`config.mk`:
```
export PLATFORM = sky130hd
export DESIGN_NAME = seq_mul_arbiter
export DESIGN_NICKNAME = d
export VERILOG_FILES = /design/src/rtl/seq_mul_pkg.sv /design/src/rtl/seq_mul_arbiter_rr_arbiter.sv /design/src/rtl/seq_mul_arbiter.sv
export SDC_FILE = /design/constraint.sdc
export NUM_CORES = 1
export LEC_CHECK = 0
export ABC_CLOCK_PERIOD_IN_PS = 4000
export BUFFER_PORTS_ARGS = -buffer_cell sky130_fd_sc_hd__buf_2
export CAP_MARGIN = 10
export CORE_MARGIN = 2
export CORE_UTILIZATION = 53
export DETAILED_ROUTE_END_ITERATION = 16
export HOLD_SLACK_MARGIN = 0.03
export PLACE_DENSITY = 0.9
export SYNTH_ARGS = -nofsm -noshare
export SYNTH_HDL_FRONTEND = slang
export SYNTH_HIERARCHICAL = 1
export SYNTH_SLANG_ARGS = --single-unit
```
`constraint.sdc`:
```
create_clock -name clk -period 4 [get_ports clk]
set_clock_uncertainty 0.15 [all_clocks]
set_input_delay 1.2 -clock clk [delete_from_list [all_inputs] [get_ports clk]]
set_output_delay 1.2 -clock clk [all_outputs]
set_load 0.005 [all_outputs]
```
`src/rtl/seq_mul_pkg.sv`:
```
// Definitions shared by the sequential multiplier, its arbiter and the benches:
// controller state encoding, default operand width and product width.
package seq_mul_pkg;

  localparam int DEFAULT_W = 4;
  localparam int PROD_W    = 2 * DEFAULT_W;

  typedef enum logic [1:0] {
    S_IDLE  = 2'd0,
    S_ISSUE = 2'd1,
    S_WAIT  = 2'd2,
    S_RESP  = 2'd3
  } state_e;

endpackage

```
`src/rtl/seq_mul_arbiter_rr_arbiter.sv`:
```
// Combinational round-robin picker: the first set request at or after ptr_i,
// wrapping modulo NREQ, returned both one-hot and as an encoded index.
module rr_arbiter #(
  parameter int NREQ = 4,
  parameter int IDW  = $clog2(NREQ)
) (
  input  logic [NREQ-1:0] req_i,
  input  logic [IDW-1:0]  ptr_i,
  output logic [NREQ-1:0] gnt_o,
  output logic [IDW-1:0]  gnt_id_o,
  output logic            any_o
);

  logic [IDW:0] slot;
  logic         found;

  // slot is ptr+k folded back into 0..NREQ-1, so NREQ need not be a power of two
  always_comb begin
    gnt_o    = '0;
    gnt_id_o = '0;
    found    = 1'b0;
    slot     = '0;
    for (int k = 0; k < NREQ; k++) begin
      slot = {1'b0, ptr_i} + (IDW+1)'(k);
      if (slot >= (IDW+1)'(NREQ)) begin
        slot = slot - (IDW+1)'(NREQ);
      end
      for (int i = 0; i < NREQ; i++) begin
        if (!found && (slot == (IDW+1)'(i)) && req_i[i]) begin
          found    = 1'b1;
          gnt_o[i] = 1'b1;
          gnt_id_o = IDW'(i);
        end
      end
    end
  end

  assign any_o = found;

endmodule

```
`src/rtl/seq_mul_arbiter.sv`:
```
// Shares one sequential multiplier between NREQ requesters: round-robin
// grant, one-cycle launch, wait for done or timeout, one-cycle response.
module seq_mul_arbiter
  import seq_mul_pkg::*;
#(
  parameter int NREQ    = 4,
  parameter int W       = DEFAULT_W,
  parameter int TIMEOUT = 31
) (
  input  logic              clk,
  input  logic              reset,
  input  logic [NREQ-1:0]   req_valid,
  input  logic [NREQ*W-1:0] req_a,
  input  logic [NREQ*W-1:0] req_b,
  output logic [NREQ-1:0]   req_ready,
  output logic [NREQ-1:0]   resp_valid,
  output logic [2*W-1:0]    resp_data,
  output logic              resp_err,
  output logic              busy,
  output logic [W-1:0]      mul_a,
  output logic [W-1:0]      mul_b,
  output logic              mul_in_valid,
  input  logic [2*W-1:0]    mul_result,
  input  logic              mul_done
);

  localparam int IDW = $clog2(NREQ);
  localparam int TW  = $clog2(TIMEOUT + 1);
  localparam logic [TW-1:0] TLAST = TW'(TIMEOUT - 1);

  state_e              state_q, state_d;
  logic [IDW-1:0]      ptr_q, ptr_d;
  logic [IDW-1:0]      id_q, id_d;
  logic [W-1:0]        a_q, a_d;
  logic [W-1:0]        b_q, b_d;
  logic [TW-1:0]       timer_q, timer_d;
  logic [NREQ-1:0]     req_ready_q, req_ready_d;
  logic [NREQ-1:0]     resp_valid_q, resp_valid_d;
  logic [2*W-1:0]      resp_data_q, resp_data_d;
  logic                resp_err_q, resp_err_d;
  logic                busy_q, busy_d;
  logic                mul_in_valid_q, mul_in_valid_d;

  logic [NREQ-1:0]     gnt_oh;
  logic [IDW-1:0]      gnt_id;
  logic                gnt_any;
  logic [W-1:0]        a_sel, b_sel;
  logic [NREQ-1:0]     id_oh;
  logic [IDW-1:0]      ptr_next;

  rr_arbiter #(.NREQ(NREQ), .IDW(IDW)) u_rr (
    .req_i    (req_valid),
    .ptr_i    (ptr_q),
    .gnt_o    (gnt_oh),
    .gnt_id_o (gnt_id),
    .any_o    (gnt_any)
  );

  // Operand mux for the winner and one-hot decode of the latched id
  always_comb begin
    a_sel = '0;
    b_sel = '0;
    id_oh = '0;
    for (int i = 0; i < NREQ; i++) begin
      if (gnt_id == IDW'(i)) begin
        a_sel = req_a[i*W +: W];
        b_sel = req_b[i*W +: W];
      end
      id_oh[i] = (id_q == IDW'(i));
    end
  end

  assign ptr_next = (id_q == IDW'(NREQ - 1)) ? '0 : id_q + IDW'(1);

  // Next-state logic; every output is computed one cycle ahead so it is registered
  always_comb begin
    state_d        = state_q;
    ptr_d          = ptr_q;
    id_d           = id_q;
    a_d            = a_q;
    b_d            = b_q;
    timer_d        = timer_q;
    req_ready_d    = '0;
    resp_valid_d   = '0;
    resp_data_d    = resp_data_q;
    resp_err_d     = resp_err_q;
    mul_in_valid_d = 1'b0;

    case (state_q)
      S_IDLE: begin
        if (gnt_any) begin
          id_d           = gnt_id;
          a_d            = a_sel;
          b_d            = b_sel;
          req_ready_d    = gnt_oh;
          mul_in_valid_d = 1'b1;
          timer_d        = '0;
          state_d        = S_ISSUE;
        end
      end
      S_ISSUE: begin
        state_d = S_WAIT;
      end
      S_WAIT: begin
        // A done arriving on the last allowed cycle still counts as success
        if (mul_done) begin
          resp_data_d  = mul_result;
          resp_err_d   = 1'b0;
          resp_valid_d = id_oh;
          timer_d      = '0;
          state_d      = S_RESP;
        end else if (timer_q == TLAST) begin
          resp_data_d  = '0;
          resp_err_d   = 1'b1;
          resp_valid_d = id_oh;
          timer_d      = '0;
          state_d      = S_RESP;
        end else begin
          timer_d = timer_q + TW'(1);
        end
      end
      S_RESP: begin
        ptr_d   = ptr_next;
        state_d = S_IDLE;
      end
      default: begin
        state_d = S_IDLE;
      end
    endcase

    busy_d = (state_d != S_IDLE);
  end

  always_ff @(posedge clk or negedge reset) begin
    if (!reset) begin
      state_q        <= S_IDLE;
      ptr_q          <= '0;
      id_q           <= '0;
      a_q            <= '0;
      b_q            <= '0;
      timer_q        <= '0;
      req_ready_q    <= '0;
      resp_valid_q   <= '0;
      resp_data_q    <= '0;
      resp_err_q     <= 1'b0;
      busy_q         <= 1'b0;
      mul_in_valid_q <= 1'b0;
    end else begin
      state_q        <= state_d;
      ptr_q          <= ptr_d;
      id_q           <= id_d;
      a_q            <= a_d;
      b_q            <= b_d;
      timer_q        <= timer_d;
      req_ready_q    <= req_ready_d;
      resp_valid_q   <= resp_valid_d;
      resp_data_q    <= resp_data_d;
      resp_err_q     <= resp_err_d;
      busy_q         <= busy_d;
      mul_in_valid_q <= mul_in_valid_d;
    end
  end

  assign req_ready    = req_ready_q;
  assign resp_valid   = resp_valid_q;
  assign resp_data    = resp_data_q;
  assign resp_err     = resp_err_q;
  assign busy         = busy_q;
  assign mul_a        = a_q;
  assign mul_b        = b_q;
  assign mul_in_valid = mul_in_valid_q;

endmodule
```
### Yosys cells after proc, flatten, opt, wreduce, memory -nomap -nowiden

Index checks and enable logic that the tools add are counted.

| storage, ports and cells | value |
|---|---|
| bits in registers | 38 |
| bits of input ports | 47 |
| output and inout port bits | 27 |

| cells by class | value |
|---|---|
| add/sub/neg operators | 9 |
| magnitude comparators | 4 |
| equal/unequal tests | 23 |
| mux-type cells | 78 |
| reduce and logical (&&, ||, !) cells | 59 |

Operators with widths:

| kind | number |
|---|---|
| 4-bit 2-to-1 mux | 13 |
| 1-bit 2-to-1 mux | 36 |
| 2-bit 2-to-1 mux | 18 |
| 1-bit logical AND | 31 |
| 3-bit by 2-bit equality test with 1-bit output (second input constant) | 8 |
| 8-bit 2-to-1 mux | 2 |
| 1-bit zero test | 15 |
| 5-bit 2-to-1 mux | 3 |
| 2-bit equality test (second input constant) | 6 |
| 3-bit by 1-bit equality test with 1-bit output (second input constant) | 4 |
| 3-bit zero test | 4 |
| 3-bit 2-to-1 mux | 4 |
| 5-bit case mux with 2 select lines | 1 |
| 3-bit >= comparator (second input constant) | 3 |
| 3-bit subtractor (second input constant) | 3 |
| 2-bit case mux with 4 select lines | 1 |
| 2-bit by 2-bit adder with 3-bit output (second input constant) | 2 |
| 2-bit by 1-bit equality test with 1-bit output (second input constant) | 3 |
| 2-bit zero test | 3 |
| 2-bit AND reduction | 3 |
| 2-bit nonzero test | 3 |
| 5-bit by 1-bit adder with 5-bit output (second input constant) | 1 |
| 5-bit equality test (second input constant) | 1 |
| 2-bit by 1-bit adder with 3-bit output (second input constant) | 1 |
| other kinds (4) | 4 |

### Depth between registers and ports, before layout

| logic depth | value |
|---|---|
| word-level depth | 70 |
| mapped depth | 7 |
| gate-level depth less buffers | 5 |

### Modules after synthesis

Netlist, hierarchy kept.

By module, submodules not included:

| module | times used | cells each | area an instance (µm²) | seq. area each (µm²) |
|---|---|---|---|---|
| seq_mul_arbiter | 1 | 135 | 1,799.2 | 950.9 |
| rr_arbiter | 1 | 29 | 196.4 | 0.0 |

### Worst setup path before layout

No wires, ideal clock.

| timing path | value |
|---|---|
| path kind | input to register |
| start point | input req_valid[3] |
| end point | register a_q[0], in the netlist mul_a[0] |
| setup time | 0.125 ns |
| data arrival time | 2.642 ns |
| required time | 3.725 ns |
| slack | 1.083 ns |
| stages | 7 |
| path through | buf_4 and3b_1 o21ai_0 o211a_1 clkbuf_1 mux4_2 mux2_2 |

| between the ends | value |
|---|---|
| longest elaborated chain between the ends | 55 |
| elaborated cells on any way between the ends | 72 |
| classes of those cells | eq/ne (3); mux (30); reduce/logical (39) |

Ends and longest elaborated chain:

| item | RTL line | RTL |
|---|---|---|
| start, declared | seq_mul_arbiter.sv:12 | `input logic [NREQ-1:0] req_valid,` |
| 1-bit logical AND | seq_mul_arbiter_rr_arbiter.sv:29 | `if (!found && (slot == (IDW+1)'(i)) && req_i[i]) begin` |
| 1-bit 2-to-1 mux | seq_mul_arbiter_rr_arbiter.sv:29 |  |
| 1-bit zero test | seq_mul_arbiter_rr_arbiter.sv:29 |  |
| 1-bit logical AND (2 in a row) | seq_mul_arbiter_rr_arbiter.sv:29 |  |
| 1-bit 2-to-1 mux | seq_mul_arbiter_rr_arbiter.sv:29 |  |
| 1-bit zero test | seq_mul_arbiter_rr_arbiter.sv:29 |  |
| 1-bit logical AND (2 in a row) | seq_mul_arbiter_rr_arbiter.sv:29 |  |
| 1-bit 2-to-1 mux | seq_mul_arbiter_rr_arbiter.sv:29 |  |
| [35 not listed] | - |  |
| 1-bit 2-to-1 mux | seq_mul_arbiter_rr_arbiter.sv:29 |  |
| 1-bit zero test | seq_mul_arbiter_rr_arbiter.sv:29 |  |
| 1-bit logical AND (2 in a row) | seq_mul_arbiter_rr_arbiter.sv:29 |  |
| 2-bit 2-to-1 mux * | seq_mul_arbiter_rr_arbiter.sv:29 |  |
| named net gnt_id[1] | seq_mul_arbiter.sv:45 | `logic [IDW-1:0] gnt_id;` |
| 2-bit zero test | seq_mul_arbiter.sv:65 | `if (gnt_id == IDW'(i)) begin` |
| 4-bit 2-to-1 mux (3 in a row) | seq_mul_arbiter.sv:65 |  |
| 4-bit 2-to-1 mux * | seq_mul_arbiter.sv:65 |  |
| end signal, assigned | seq_mul_arbiter.sv:139 | `a_q <= '0;` |
| end signal, assigned | seq_mul_arbiter.sv:152 | `a_q <= a_d;` |
| end, declared | seq_mul_arbiter.sv:34 | `logic [W-1:0] a_q, a_d;` |

Mark *: on every way through the listed nets, which the timed path passes. The rest lies on a longest branch.
A chain may end at the register's enable or synchronous reset.

### Final worst setup path

| timing path | value |
|---|---|
| start point | input req_valid[2] |
| end point | register b_q[0], in the netlist mul_b[0] |

| between the ends | value |
|---|---|
| longest elaborated chain between the ends | 59 |
| elaborated cells on any way between the ends | 77 |
| classes of those cells | eq/ne (3); mux (32); reduce/logical (42) |

Ends and longest elaborated chain:

| item | RTL line | RTL |
|---|---|---|
| 1-bit logical AND | seq_mul_arbiter_rr_arbiter.sv:29 |  |
| 1-bit 2-to-1 mux | seq_mul_arbiter_rr_arbiter.sv:29 |  |
| 1-bit zero test | seq_mul_arbiter_rr_arbiter.sv:29 |  |
| 1-bit logical AND (2 in a row) | seq_mul_arbiter_rr_arbiter.sv:29 |  |
| 1-bit 2-to-1 mux | seq_mul_arbiter_rr_arbiter.sv:29 |  |
| 1-bit zero test | seq_mul_arbiter_rr_arbiter.sv:29 |  |
| 1-bit logical AND (2 in a row) | seq_mul_arbiter_rr_arbiter.sv:29 |  |
| 1-bit 2-to-1 mux | seq_mul_arbiter_rr_arbiter.sv:29 |  |
| [39 not listed] | - |  |
| 1-bit 2-to-1 mux | seq_mul_arbiter_rr_arbiter.sv:29 |  |
| 1-bit zero test | seq_mul_arbiter_rr_arbiter.sv:29 |  |
| 1-bit logical AND (2 in a row) | seq_mul_arbiter_rr_arbiter.sv:29 |  |
| 2-bit 2-to-1 mux * | seq_mul_arbiter_rr_arbiter.sv:29 |  |
| named net gnt_id[0] | seq_mul_arbiter.sv:45 |  |
| 2-bit zero test | seq_mul_arbiter.sv:65 |  |
| 4-bit 2-to-1 mux (3 in a row) | seq_mul_arbiter.sv:65 |  |
| 4-bit 2-to-1 mux * | seq_mul_arbiter.sv:65 |  |
| end signal, assigned | seq_mul_arbiter.sv:140 | `b_q <= '0;` |
| end signal, assigned | seq_mul_arbiter.sv:153 | `b_q <= b_d;` |
| end, declared | seq_mul_arbiter.sv:35 | `logic [W-1:0] b_q, b_d;` |

Marked as above.

==> impl_metrics.ini <==
[outcome]
run_status = finished, final reports clean

[timing]
timing_hold_violations_final = 0
period_needed_ns = 2.765
fmaxAchievable_mhz = 361.7
rsz0062_at_grt = no
setup_total_negative_slack_ns = 0
timing.final.ws_setup_ns = 1.235
max_slew_margin_pct = 45.67
final_max_slew_viol_count = 0
final.period_utilization_pct = 69.12
hold_ws_ns = 0.3537
slew_at_the_pin_closest_to_its_max_slew_limit_ns = 0.8149
setup-violations-final = 0

[synthesis]
synth_commonest_cells = sky130_fd_sc_hd__dfrtp_1 (38), sky130_fd_sc_hd__mux2_2 (10), sky130_fd_sc_hd__ha_1 (9)
mean_instance_size_in_the_synthesized_netlist_um2 = 12.17
synth_top_cell_area_share_pct = 47.65
edff_count_synth = 0
synthDominantAreaCellType = sky130_fd_sc_hd__dfrtp_1
synth_area_um2 = 1996
most_frequently_used_cell_type_in_the_post_synthesis_netlist = sky130_fd_sc_hd__dfrtp_1
synthDistinctLibCells = 42
synth.area.top_cells = sky130_fd_sc_hd__dfrtp_1 (48%), sky130_fd_sc_hd__mux4_2 (9.0%), sky130_fd_sc_hd__ha_1 (5.6%)
yosys_warnings = 6
ys_async_sr_fraction_pct = 100.0
yosys_register_bits = 38
number_of_standard_cells_after_synthesis = 164
synth_ff_type = sky130_fd_sc_hd__dfrtp_1
post_syn_nets = 220
yosysSeqAreaShare_pct = 47.65

[power_and_ir_drop]
cellPowerDensity_nw_per_um2 = 671.9
design_power_total_mw = 1.692
p_leak_nw = 1.275
peakVddDrop_uv = 372.4

[global_route]
gr-usage-met1_pct = 26.66
remaining_global_route_overflow = 0
antenna_found_initial = 0
grt_util_all_layers_pct = 21.02
grt_pass1_vias = 1504
grt.met3_usage_pct = 3.253
grt_max_degree = 39
grt_pass1_wl_um = 6727
gr-max-usage-layer = met2
grt_util_met2_pct = 34.18

[critical_path]
regToRegStartpoint = ptr_q[1]
timing.critical_path.slowest_stage_cell = sky130_fd_sc_hd__mux4_2
worstSetupPathDepth = 6
r2r_setup_slack_ns = 1.66
cp-start-kind = input port
setup.worst_path.end_class = flop
critPathArrivalTime_ns = 2.80
required_ns = 4.03
r2r-end = mul_b[0]
crit_chain = buf_2, nor2b_4, a221oi_2, buf_4, mux4_2, mux2_2
worstSetupPathType = input port to flop
critPathMaxStageDelay_ns = 0.52
cp-startpoint = req_valid[2]
path_buf_inv = 2
worstPathMaxFanout = 9
r2r_cells = 6
worst_path_dominant_cell_family = multiplexers

[clock_network]
clkSlewWorstSetupHoldPaths_ns = 0.07
worstSkewPairLatency_ns = 0.29
postCtsResizedCells = 0
cts.root.buffer_cell = sky130_fd_sc_hd__clkbuf_8
tritoncts = built
hold_buffers = 0
cts_setup_buffers = 0
number_of_clock_buffers_inserted_by_tritoncts = 5
cts_sinks = 38
h-tree-depth = 2
clockBufferDepth = 2

[placed_design]
port_buffers = 73
pre_cts_ws_ns = 0.9234
dp.final_hpwl_um = 3056
place.gp.congestion = 0.7681

[job]
drv.max_cap_violation_count = 0

[finish]
num-nets-final = 292
finish.utilization_pct = 69.28
layout-drive-gt1-share_pct = 44.30
layout_overhead_on_the_synthesized_area_pct = 26.14
n_diodes = 0

[die]
die_y_um = 65.36
boundaryPins = 74
core_region_area_um2 = 3633
die_width_um = 65.36
effective_utilization_at_floorplan_pct = 54.92
die_area_um2 = 4272
fp-row-count = 22

[drt]
final_antenna_net_count = 0
wirelength_um = 4160
dr_total_vias = 1578
remaining_drc_errors = 0
first_iter_violations = 52
wire_per_inst_um = 14.60
viasPerCell = 5.537
drt_first_pass_iters = 4

[min_path]
hp-start = resp_data[1]
hold-path-endpoint = resp_data[1]
worstHoldPathType = flop to flop
timing.hold.worst_path_depth = 1
layout by cell type, fill, tap and decap left out, drive strengths merged, types with 5 or more instances in the layout:
| cell | instances |
|---|---|
| ha | 9 |
| buf | 74 |
| nand2b | 5 |
| mux4 | 8 |
| dfrtp | 38 |
| and2 | 5 |
| mux2 | 10 |
| o21ai | 7 |
| and3 | 7 |
| a22o | 8 |
| nor2 | 5 |
| clkbuf | 6 |
| inv | 8 |
| nand2 | 8 |
cell families after synthesis:
kind of cell               after synthesis  synth area share, %
muxes                                   19                15.17
and+or+nand+nor                         50                14.86
adders and majority gates                9                5.643
DFF                                     38                47.65
AOI/OAI and AO/OA                       31                12.48
buffers and inverters                   17                4.200
worst max path at each step:
stage,endpoint,slack [ns]
floorplan,mul_a[0],1.08
global placement,mul_a[2],0.98
detailed placement,mul_b[0],0.92
CTS,mul_b[0],1.23
global route,mul_b[3],1.11
finish,mul_b[0],1.24
power breakdown:
part,switching [mW],leakage (nW),internal [mW]
combinational,0.306,0.721,0.353
sequential,0.102,0.482,0.529
clock,0.136,0.0714,0.266
total,0.543,1.27,1.15
routing by layer:
layer  up-vias  part of all wire, %
li1        745                    -
met5         -                    0
met1       771                   42
met4         0                  2.2
met2        55                   51
met3         7                  4.5
per-stage QoR:
stage	std cells	instance area (µm²)
2_1_floorplan	164	1996
3_3_place_gp	277	2375
3_5_place_dp	277	2375
4_1_cts	285	2517
5_1_grt	285	2517
6_report	285	2517
registers in the layout (all words and copies together) (netlist names), 2 cells and up:
| name | flops |
|---|---|
| timer_q | 5 |
| req_ready | 4 |
| ptr_q | 2 |
| mul_a | 4 |
| resp_valid | 4 |
| mul_b | 4 |
| resp_data | 8 |
| id_q | 2 |
| state_q | 2 |
worst reg2reg max path, delay by kind of cell, from the launching register on:
family	cells	cell delay [ns]
muxes	2	0.79
DFF	1	0.49
buffers and inverters	2	0.44
AOI/OAI and AO/OA	2	0.34
area by class of cell:
cell class              count  area [µm²]
fillers                   285        1116
clock buffers               6       82.58
clock inverters             2       60.06
multi-input cells         109       960.9
inverters                   8       30.03
well taps                  48       60.06
repair buffers             74       372.9
flip-flops and latches     38       950.9
(Power assumes the default switching activity.)
